### src/rtl/mul_ctrl_fsm.sv
// Control sequencer for the byte-sliced RV32M multiplier datapath (MUL/MULH/MULHSU/MULHU).
// Latency: the start edge leads to done_o five cycles later. Throughput is one operation every five cycles.
// Backpressure: none. start_i is taken only in IDLE or DONE and ignored while busy. abort_i flushes to IDLE.
//
// Ports:
//   clk_i, rst_ni         clock and asynchronous active-low reset
//   start_i, funct3_i     request valid and RV32M multiply variant (sampled together)
//   abort_i               synchronous flush back to IDLE; wins over start_i
//   busy_o, done_o        operation in flight / one-cycle result-valid pulse
//   reg_A_en_o, reg_B_en_o, mux_B_sel_o, rol_en_o   operand register controls
//   ac_clr_o, AC_en_o     accumulator clear / accumulate
//   signed_A_o, sig_ctrl_B_o                        operand sign-extension controls
//   shift_0_o..shift_3_o  per-lane partial-product shift, in units of 8 bits
//   upper_o               result word select (1 = high word)

module mul_ctrl_fsm (
  input  logic       clk_i,
  input  logic       rst_ni,
  input  logic       start_i,
  input  logic [2:0] funct3_i,
  input  logic       abort_i,
  output logic       busy_o,
  output logic       done_o,
  output logic       reg_A_en_o,
  output logic       reg_B_en_o,
  output logic       mux_B_sel_o,
  output logic       rol_en_o,
  output logic       ac_clr_o,
  output logic       AC_en_o,
  output logic       signed_A_o,
  output logic [3:0] sig_ctrl_B_o,
  output logic [2:0] shift_0_o,
  output logic [2:0] shift_1_o,
  output logic [2:0] shift_2_o,
  output logic [2:0] shift_3_o,
  output logic       upper_o
);

  typedef enum logic [2:0] {
    IDLE = 3'd0,
    S0   = 3'd1,
    S1   = 3'd2,
    S2   = 3'd3,
    S3   = 3'd4,
    DONE = 3'd5
  } state_t;

  state_t state, state_nxt;

  // Operation flags captured at the accepted start edge.
  logic upper_q;
  logic signed_a_q;
  logic signed_b_q;

  // Decoded flags for the request currently on funct3_i.
  logic upper_d;
  logic signed_a_d;
  logic signed_b_d;

  logic       accept;   // start cycle: the request is visible to the datapath this cycle
  logic       load_op;  // the request is actually taken on this edge
  logic       in_step;  // one of S0..S3
  logic [1:0] step;     // partial-product step index k

  // Lane i multiplies by original B byte j = (i - k) mod 4. Its product weight is
  // 8*(i + j) bits because A byte i is paired with B byte j.
  function automatic logic [2:0] lane_shift(input logic [1:0] lane, input logic [1:0] k);
    logic [1:0] j;
    j = lane - k;
    return {1'b0, lane} + {1'b0, j};
  endfunction

  // Decode. Encodings with funct3[2] set fall back to plain MUL (low word, unsigned flags).
  always_comb begin
    upper_d    = 1'b0;
    signed_a_d = 1'b0;
    signed_b_d = 1'b0;
    if (!funct3_i[2]) begin
      upper_d    = (funct3_i[1:0] != 2'b00);
      signed_a_d = (funct3_i[1:0] == 2'b01) || (funct3_i[1:0] == 2'b10);
      signed_b_d = (funct3_i[1:0] == 2'b01);
    end
  end

  assign accept  = ((state == IDLE) || (state == DONE)) && start_i;
  assign load_op = accept && !abort_i;

  // State register and latched operation flags.
  always_ff @(posedge clk_i or negedge rst_ni) begin
    if (!rst_ni) begin
      state      <= IDLE;
      upper_q    <= 1'b0;
      signed_a_q <= 1'b0;
      signed_b_q <= 1'b0;
    end else begin
      state <= state_nxt;
      if (load_op) begin
        upper_q    <= upper_d;
        signed_a_q <= signed_a_d;
        signed_b_q <= signed_b_d;
      end
    end
  end

  // Next-state logic. The flush override is applied last so that it beats every other transition.
  always_comb begin
    state_nxt = state;
    unique case (state)
      IDLE:    if (start_i) state_nxt = S0;
      S0:      state_nxt = S1;
      S1:      state_nxt = S2;
      S2:      state_nxt = S3;
      S3:      state_nxt = DONE;
      DONE:    state_nxt = start_i ? S0 : IDLE;
      default: state_nxt = IDLE;
    endcase
    if (abort_i) state_nxt = IDLE;
  end

  // Step index. Outside the steps it stays 0, so the lane shifts rest at the S0 pattern (0,2,4,6).
  always_comb begin
    in_step = 1'b1;
    step    = 2'd0;
    unique case (state)
      S0:      step = 2'd0;
      S1:      step = 2'd1;
      S2:      step = 2'd2;
      S3:      step = 2'd3;
      default: in_step = 1'b0;
    endcase
  end

  // Control outputs. These depend only on state, the latched flags and start_i.
  always_comb begin
    busy_o       = in_step;
    done_o       = (state == DONE);
    reg_A_en_o   = 1'b0;
    reg_B_en_o   = 1'b0;
    mux_B_sel_o  = 1'b0;
    rol_en_o     = 1'b0;
    ac_clr_o     = 1'b0;
    AC_en_o      = 1'b0;
    signed_A_o   = 1'b0;
    sig_ctrl_B_o = 4'b0000;
    upper_o      = upper_q;
    shift_0_o    = lane_shift(2'd0, step);
    shift_1_o    = lane_shift(2'd1, step);
    shift_2_o    = lane_shift(2'd2, step);
    shift_3_o    = lane_shift(2'd3, step);

    if (accept) begin
      // Load both operands straight from the operand buses and clear the accumulator.
      reg_A_en_o  = 1'b1;
      reg_B_en_o  = 1'b1;
      mux_B_sel_o = 1'b0;
      rol_en_o    = 1'b0;
      ac_clr_o    = 1'b1;
    end

    if (in_step) begin
      AC_en_o    = 1'b1;
      signed_A_o = signed_a_q;
      // The top byte of B (j == 3) sits in lane (k + 3) mod 4 during step k.
      if (signed_b_q) sig_ctrl_B_o = 4'b0001 << (step + 2'd3);
      // Rotate B on the same edge that the accumulator captures. This keeps the next lane
      // alignment ready for the next step. The last step has no successor.
      if (step != 2'd3) begin
        reg_B_en_o  = 1'b1;
        mux_B_sel_o = 1'b1;
        rol_en_o    = 1'b1;
      end
    end
  end

endmodule

### config.mk
export PLATFORM = sky130hd
export DESIGN_NAME = mul_ctrl_fsm
export DESIGN_NICKNAME = d
export VERILOG_FILES = /design/src/rtl/mul_ctrl_fsm.sv
export SDC_FILE = /design/constraint.sdc
export NUM_CORES = 1
export LEC_CHECK = 0
export BUFFER_PORTS_ARGS = -buffer_cell sky130_fd_sc_hd__buf_2
export CELL_PAD_IN_SITES_DETAIL_PLACEMENT = 1
export CELL_PAD_IN_SITES_GLOBAL_PLACEMENT = 1
export CORE_MARGIN = 3
export CORE_UTILIZATION = 28
export DETAILED_ROUTE_END_ITERATION = 10
export PLACE_DENSITY_LB_ADDON = 0.1
export SLEW_MARGIN = 25
export SYNTH_ARGS = -nofsm -noshare
export SYNTH_HDL_FRONTEND = slang
export SYNTH_SLANG_ARGS = --single-unit
### constraint.sdc
create_clock -name clk_i -period 1.83 [get_ports clk_i]
set_input_delay 0.366 -clock clk_i [delete_from_list [all_inputs] [get_ports clk_i]]
set_output_delay 0.366 -clock clk_i [all_outputs]
set_load 0.01 [all_outputs]
# Yosys cells after proc, flatten, opt, wreduce, memory -nomap -nowiden
# Cells that the tools add are included.
# totals
latchBits	0
inputBits	7
ff_bits	6
elab_cells	48
n_memories	0
romBits	0
ramBits	0
# op_classes
magnitude_cmp	0
n_mux	18
div_mod_pow	0
addsub	8
shifts	1
n_eq_ne	9
reduce_logical	8
bitwise_logic	0
n_mul	0
# ops
op	n
$pmux 3 s6	1
$mux 1	12
$mux 4	2
$add 2x2->3 const A	2
$eq 3x2->1 const B	2
$eq 3x3->1 const B	2
$mux 3	2
$pmux 2 s3	1
$reduce_or 4->1	1
$shl 1x2->4 const A	1
$sub 1x2->2 const A	2
$sub 2x2->2 const A	2
$add 1x2->3 const A	1
$eq 3x1->1 const B	1
$logic_not 3->1	1
$ne 3x3->1 const B	1
$add 2x2->2 const B	1
$eq 2x1->1 const B	1
$eq 2x2->1 const B	1
$logic_and 1x1->1	2
$logic_or 1x1->1	2
$ne 2x2->1 const B	1
$reduce_bool 2->1	1
$logic_not 1->1	1

# Depth between registers and ports, before layout
# Gate-level depths: netlist (run 1).
# depth
word_depth	6
depth_mapped	6
mapped_depth_nobuf	5

# Worst setup path before layout (run 1)
# Ideal clock, no wire load.
# synth_path
kind	reg2out
startpoint	register state[1]
endpoint	output port shift_1_o[0]
path_buffers	2
path_stages_with_launch	5
path_slack_ns	0.203
arrival_time_ns	1.261
path_cell_list	dfrtp_1 -> buf_6 -> or2b_1 -> a21oi_1 -> buf_4
# synth_via
elab_chain_cells	4
elab_cells_between_ends	6
# synth_lines
element	line_no	text
start, declared	48	state_t state, state_nxt;
start signal, assigned	96	state <= state_nxt;
$eq 3x3->1 / $eq 3x2->1 (equally long branches)	124	unique case (state)
$pmux 2 s3 *	124	
$sub 1x2->2 *	69	j = lane - k;
$add 1x2->3 *	70	return {1'b0, lane} + {1'b0, j};
end, declared	33	output logic [2:0] shift_1_o,
# Mark *: on every way between the ends. The rest lies on a longest branch, timed or not.

# Final worst setup path (run 1)
# layout_path
startpoint	register state[2]
endpoint	output port reg_B_en_o
# layout_via
elab_chain_cells	6
elab_cells_between_ends	15
# layout_lines
element	line_no	text
parallel branches: the longest is 5 deep, another holds $eq 3x3->1	-	
$mux 1 *	160	if (in_step) begin
end, declared	25	output logic reg_B_en_o,
# Mark *: on every way between the ends.

==> metrics.md, run 1 <==
| Metric | Value |
|---|---|
| Final Setup Violations | 0 |
| Commonest cells after routing, fill and taps aside | 31 x buf_2, 6 x inv_1, 6 x nor2_1 |
| Reg2reg end | upper_o |
| Antenna Nets Post-Route | 0 |
| Flop-to-flop setup slack | 570 ps |
| First-pass GRT wire length | 1910 um |
| WHS Path Cells | 2 |
| Worst path bufs/invs | 1 |
| Max-Cap Viols | 0 |
| Die Y | 49.8 um |
| Global route overflow | 0 |
| Layout Area Growth over Synthesis | 29.1% |
| Number of port buffers | 31 |
| Share of layout cells above drive strength 1 | 58.0% |
| Dpl hpwl | 962 um |
| Reg-to-reg startpoint | state[1] |
| Slowest-stage cell, CP | dfrtp_2 |
| Post-Synthesis Cells | 62 |
| Critical path's top delay family | flip-flops |
| Total design power | 0.570 mW |
| Peak supply drop | 0.230 mV |
| Synthesized Nets | 71 |
| Gr usage total | 10.3% |
| Routability cong. | 0.693 |
| DRC errors left | 0 |
| Synth Warn # | 0 |
| Sw Share | 36.2% |
| Pint | 0.363 mW |
| Synth cell types | 22 |
| RSZ-0062 raised after global routing | yes |
| Worst Skew | 3.16 ps |
| Starting Density | 30.4% |
| Synth Register Bits | 6 |
| Final hold vios | 0 |
| WL per Instance | 10.9 um |
| Vias in the first global route | 464 |
| CP peak stage delay | 440 ps |
| Core area | 0.00176 mm^2 |
| Sw Pwr | 0.207 mW |
| Final worst-path cycle share | 96.5% |
| Clock Pin Slew Worst Setup and Hold Paths | 40 ps |
| Pin count of the biggest net entering global routing | 10 |
| Outcome | complete, no violations |
| Syn avg cell area | 8.66 um^2 |
| Ant. Diodes | 0 |
| Mapped Area | 537 um^2 |
| Fin util | 39.3% |
| Nets | 99 |
| Final Slew Violations | 0 |
| Critical Path Fanout Max | 5 |
| Combinational power share | 46.9% |
| Power density cells | 822 mW/mm^2 |
| Achievable Freq | 566 MHz |
| 1st-iter DRT viols | 1 |
| Die X | 49.8 um |
| Min-delay src | abort_i |
| CTS H-tree depth | 1 |
| First-pass DRT Iterations | 2 |
| Critical path depth | 4 |
| Crit Path Class | register to output pin |
| Most common cell after layout, fill and taps aside | buf_2 |
| CTS tree | built |
| Worst-Skew Late Latency | 240 ps |
| Root Buffer | clkbuf_4 |
| TritonCTS Buffers | 3 |
| Sequential Power Share | 31.9% |
| Vias/cell | 4.17 |
| Initial antenna violation count | 0 |
| Clock group share of total power | 21.1% |
| Data required, critical path | 1460 ps |
| Worst-path cell chain | xnor2_2 > and3b_2 > or2_1 > buf_2 |
| Via count | 471 |
| Startpoint types | register |
| Clk sinks | 6 |
| Die area | 0.00248 mm^2 |
| Worst r2r path cells | 3 |
| Hold EP | state[2] |
| Final wirelength | 1230 um |
| Sequential area share after synthesis | 28.0% |
| Boundary pin count | 33 |
| CP arrival | 1400 ps |
| Rows | 15 |
| Leakage | 0.393 nW |
| Final Critical Period | 1770 ps |
| Buffer depth of the longest clock path | 2 |
| Worst hold path class | primary input to register |
| Crit path capture type | output pin |
## timing repair
action	4_1_cts	5_1_grt
resized for setup	2	4
pin swaps	1	3
endpoints found under the hold margin	6	0
hold buffers	1	0
endpoints found under the setup margin	5	7
buffers inserted	0	3
## stage by stage
| step | std cells | setup WS, ps | area (um^2) | setup TNS, ps | hold WS, ps |
|---|---|---|---|---|---|
| final | 113 | 64.4 | 693 | 0 | 329 |
| after global placement | 106 | 231 | 622 | 0 | 196 |
| after floorplan | 62 | 203 | 537 | 0 | 70.4 |
| after global routing | 113 | -19.5 | 693 | -35.8 | 340 |
| after CTS | 110 | -0.718 | 659 | -0.718 | 325 |
| after detailed placement | 106 | 229 | 622 | 0 | 197 |
## layer usage
layer | up-vias | routed length [um] | GRT usage, %
li1 | 231 | - | -
met3 | 4 | 51 | 0.906
met5 | - | 0 | 0
met1 | 214 | 563 | 13.6
met4 | 0 | 36 | 8.29
met2 | 22 | 574 | 15.2
## worst max path at each step
| stage | startpoint | end | slack, ps |
|---|---|---|---|
| 6_report | state[2] | reg_B_en_o | 60 |
| 5_1_grt | state[2] | shift_1_o[2] | -20 |
| 4_1_cts | state[0] | reg_B_en_o | -0.7 |
| 3_5_place_dp | state[0] | reg_B_en_o | 230 |
| 3_3_place_gp | state[0] | reg_B_en_o | 230 |
| 2_1_floorplan | state[1] | shift_1_o[0] | 200 |
## cells by family (layout without fill, tap and decap cells)
kind of cell | after synthesis | count (layout) | synth area share, %
AO/OA/AOI/OAI | 6 | 6 | 5.59
XOR/XNOR | 3 | 3 | 6.30
adder cells (fa/ha/maj) | 2 | 2 | 4.66
buffers and inverters | 19 | 45 | 24.5
flip-flops | 6 | 6 | 28.0
multiplexers | 3 | 3 | 8.39
other | 1 | 1 | 0.699
AND/OR/NAND/NOR | 22 | 22 | 21.9
## flip-flops by register name (all words and copies together), names as in the netlist
register / cells
signed_a_q: 1
signed_b_q: 1
state: 3
upper_o: 1
## synthesized netlist by cell type (all sizes together)
cell	number	share of area (%)
nand2	6	4.7
nor3b	1	2.3
or2	1	1.2
xnor2	3	6.3
and3b	1	1.6
or2b	1	1.4
o21ai	2	1.9
dfrtp	6	28
ha	2	4.7
nor2	7	5.4
buf	13	20
nor2b	2	2.3
and2	1	1.2
conb	1	0.70
a21oi	4	3.7
nor3	2	1.9
inv	6	4.2
mux2	3	8.4
## final cells by class
type                       instances  area (um^2)
clock buffer                       3         22.5
timing repair buffer              36          195
sequential                         6          154
tap                               25         31.3
inverter                           6         22.5
multi-input combinational         37          268
fill                             252         1070
## power by group through the flow
| stage | clock network [mW] | registers (mW) | logic, mW |
|---|---|---|---|
| after floorplan | 0 | 0.171 | 0.218 |
| after global placement | 0 | 0.185 | 0.244 |
| after detailed placement | 0 | 0.185 | 0.247 |
| after CTS | 0.130 | 0.185 | 0.252 |
| after global routing | 0.144 | 0.187 | 0.292 |
| final | 0.120 | 0.182 | 0.267 |
Note: power is estimated with default switching activity, not from simulation.
==> run 2, diff against run 1 <==
==> constraint.sdc (replaced) <==
create_clock -name clk_i -period 1.83 [get_ports clk_i]
set_input_delay 0 -clock clk_i [delete_from_list [all_inputs] [get_ports clk_i]]
set_output_delay 0 -clock clk_i [all_outputs]
set_load 0.01 [all_outputs]
==> metrics.md, run 2 (same netlist as run 1, synthesis figures left out) <==
| Metric | Value |
|---|---|
| Outcome | complete, no violations (unchanged) |
| Routability cong. | 0.648 (was 0.693) |
| Worst-Skew Late Latency | 240 ps (about the same) |
| Global route overflow | 0 (unchanged) |
| First-pass GRT wire length | 1870 um (was 1910 um) |
| Die X | 49.8 um (unchanged) |
| TNS Setup | 0 ps (unchanged) |
| Final Setup Violations | 0 (unchanged) |
| Max reg flops | 3 (unchanged) |
| Post-CTS Setup Repair Bufs | 0 (unchanged) |
| Final Slew Violations | 0 (unchanged) |
| CTS H-tree depth | 1 (unchanged) |
| Most common cell after layout, fill and taps aside | buf_2 (unchanged) |
| Min-delay src | start_i (was abort_i) |
| Reg2reg end | upper_o (unchanged) |
| Reg-to-reg startpoint | state[2] (was state[1]) |
| Dpl cells | 105 (was 106) |
| Met3 usage in global routing | 1.21% (was 0.906%) |
| 1st-iter DRT viols | 1 (unchanged) |
| Nets | 96 (was 99) |
| Die area | 0.00248 mm^2 (unchanged) |
| CP arrival | 1510 ps (was 1400 ps) |
| Final Critical Period | 1510 ps (was 1770 ps) |
| Worst r2r path cells | 3 (unchanged) |
| Clk sinks | 6 (unchanged) |
| Layout Area Growth over Synthesis | 22.4% (was 29.1%) |
| Flop-to-flop setup slack | 580 ps (was 570 ps) |
| Post-route setup slack | 321 ps (was 64.4 ps) |
| Commonest cells after routing, fill and taps aside | 31 x buf_2, 6 x inv_1, 6 x nor2_1, 6 x dfrtp_1, 5 x nand2_1 (was 31 x buf_2, 6 x inv_1, 6 x nor2_1) |
| Achievable Freq | 663 MHz (was 566 MHz) |
| Buffer depth of the longest clock path | 2 (unchanged) |
| CTS tree | built (unchanged) |
| Die Y | 49.8 um (unchanged) |
| Clock Pin Slew Worst Setup and Hold Paths | 40 ps (about the same) |
| RSZ-0062 raised after global routing | no (was yes) |
| Rows | 15 (unchanged) |
| DRC errors left | 0 (unchanged) |
| Max-Cap Viols | 0 (unchanged) |
| Number of port buffers | 31 (unchanged) |
| Crit path capture type | output pin (unchanged) |
| First-pass DRT Iterations | 2 (unchanged) |
| TritonCTS Buffers | 3 (unchanged) |
| Top reg by flops | state (unchanged) |
| Fin util | 37.2% (was 39.3%) |
| Worst hold path class | primary input to register (unchanged) |
| Post-CTS sizing | 0 (was 2) |
| Worst-path cell chain | xnor2_2 > and3b_1 > or2_1 > buf_2 (was xnor2_2 > and3b_2 > or2_1 > buf_2) |
| WL per Instance | 10.1 um (was 10.9 um) |
| Via count | 444 (was 471) |
| Slowest-stage cell, CP | dfrtp_1 (was dfrtp_2) |
| Hold EP | state[0] (was state[2]) |
| Critical Path Fanout Max | 9 (was 5) |
| Gr usage total | 9.75% (was 10.3%) |
| Total design power | 0.543 mW (was 0.570 mW) |
| Final wirelength | 1110 um (was 1230 um) |
| Antenna Nets Post-Route | 0 (unchanged) |
| Startpoint types | register (unchanged) |
| Post-route cell area | 657 um^2 (was 693 um^2) |
| Data required, critical path | 1830 ps (was 1460 ps) |
| M2 GR Usage | 13.9% (was 15.2%) |
| Boundary pin count | 33 (unchanged) |
| Worst Skew | 1.46 ps (was 3.16 ps) |
| Vias/cell | 4.04 (was 4.17) |
| Final worst-path cycle share | 82.5% (was 96.5%) |
| Ant. Diodes | 0 (unchanged) |
| Layer carrying the most global-route usage | met2 (unchanged) |
| Core area | 0.00176 mm^2 (unchanged) |
| Starting Density | 30.4% (unchanged) |
| Crit Path Class | register to output pin (unchanged) |
| Placed cell area | 614 um^2 (was 622 um^2) |
| Pin count of the biggest net entering global routing | 10 (unchanged) |
| CP peak stage delay | 490 ps (was 440 ps) |
| Vias in the first global route | 457 (was 464) |
| Share of layout cells above drive strength 1 | 48.2% (was 58.0%) |
| Area used by multi-input combinational logic | 255 um^2 (was 268 um^2) |
| WHS Path Cells | 3 (was 2) |
| Pre-CTS setup slack | 564 ps (was 229 ps) |
| Power density cells | 826 mW/mm^2 (was 822 mW/mm^2) |
| Filler instances | 242 (was 252) |
| Met1 GRT Util | 13.4% (was 13.6%) |
| Non-Filler Instances | 110 (was 113) |
| Final hold vios | 0 (unchanged) |
| Dpl hpwl | 910 um (was 962 um) |
| Leakage | 0.375 nW (was 0.393 nW) |
| Peak supply drop | 0.208 mV (was 0.230 mV) |
| Root Buffer | clkbuf_4 (unchanged) |
| Hold WS | 101 ps (was 329 ps) |
| Reg area | 150 um^2 (was 154 um^2) |
| Initial antenna violation count | 0 (unchanged) |
## run 2: cell types whose count changed in the layout (fill, tap and decap cells not counted), sizes merged
cell | before | now
buf | 35 | 31
dlygate4sd3 | 1 | 2
## run 2: worst max path at each step
stage             start           end  slack, ps  depth (start not counted)
3_5_place_dp   state[2]    reg_B_en_o        560                          4
5_1_grt        state[2]  shift_1_o[0]        200                          3
6_report       state[2]    reg_B_en_o        320                          4
4_1_cts        state[2]  shift_1_o[0]        300                          3
2_1_floorplan  state[1]  shift_1_o[0]        570                          4
3_3_place_gp   state[2]    reg_B_en_o        570                          4
## run 2: worst max-delay path, delay by kind of cell, from the launching register on
kind	cells	cell delay, ps
xor+xnor	1	200
flops	1	490
buf+inv	1	130
simple gates	2	440
## run 2: report_power, final
group | leakage [nW] | switching, mW | internal, mW | total, mW
logic | 0.282 | 0.123 | 0.116 | 0.239
clock network | 0.0138 | 0.0442 | 0.0739 | 0.118
registers | 0.0791 | 0.0293 | 0.156 | 0.185
total | 0.375 | 0.197 | 0.346 | 0.543
## run 2: layer usage
metal	share of wire (%)	wire [um]
met3	6.4	71
met4	1.1	12
met5	0	0
met1	49	549
met2	43	481
## run 2: what timing repair did
action,in CTS,in global routing
endpoints found under the hold margin,8,0
hold buffers,2,0
endpoints found under the setup margin,0,0
## run 2: final cells by class
cell class	count	area share, %
multi-input combinational	37	38.9
sequential	6	22.9
inverter	6	3.43
clock buffer	3	3.43
tap	25	4.76
timing repair buffer	33	26.7
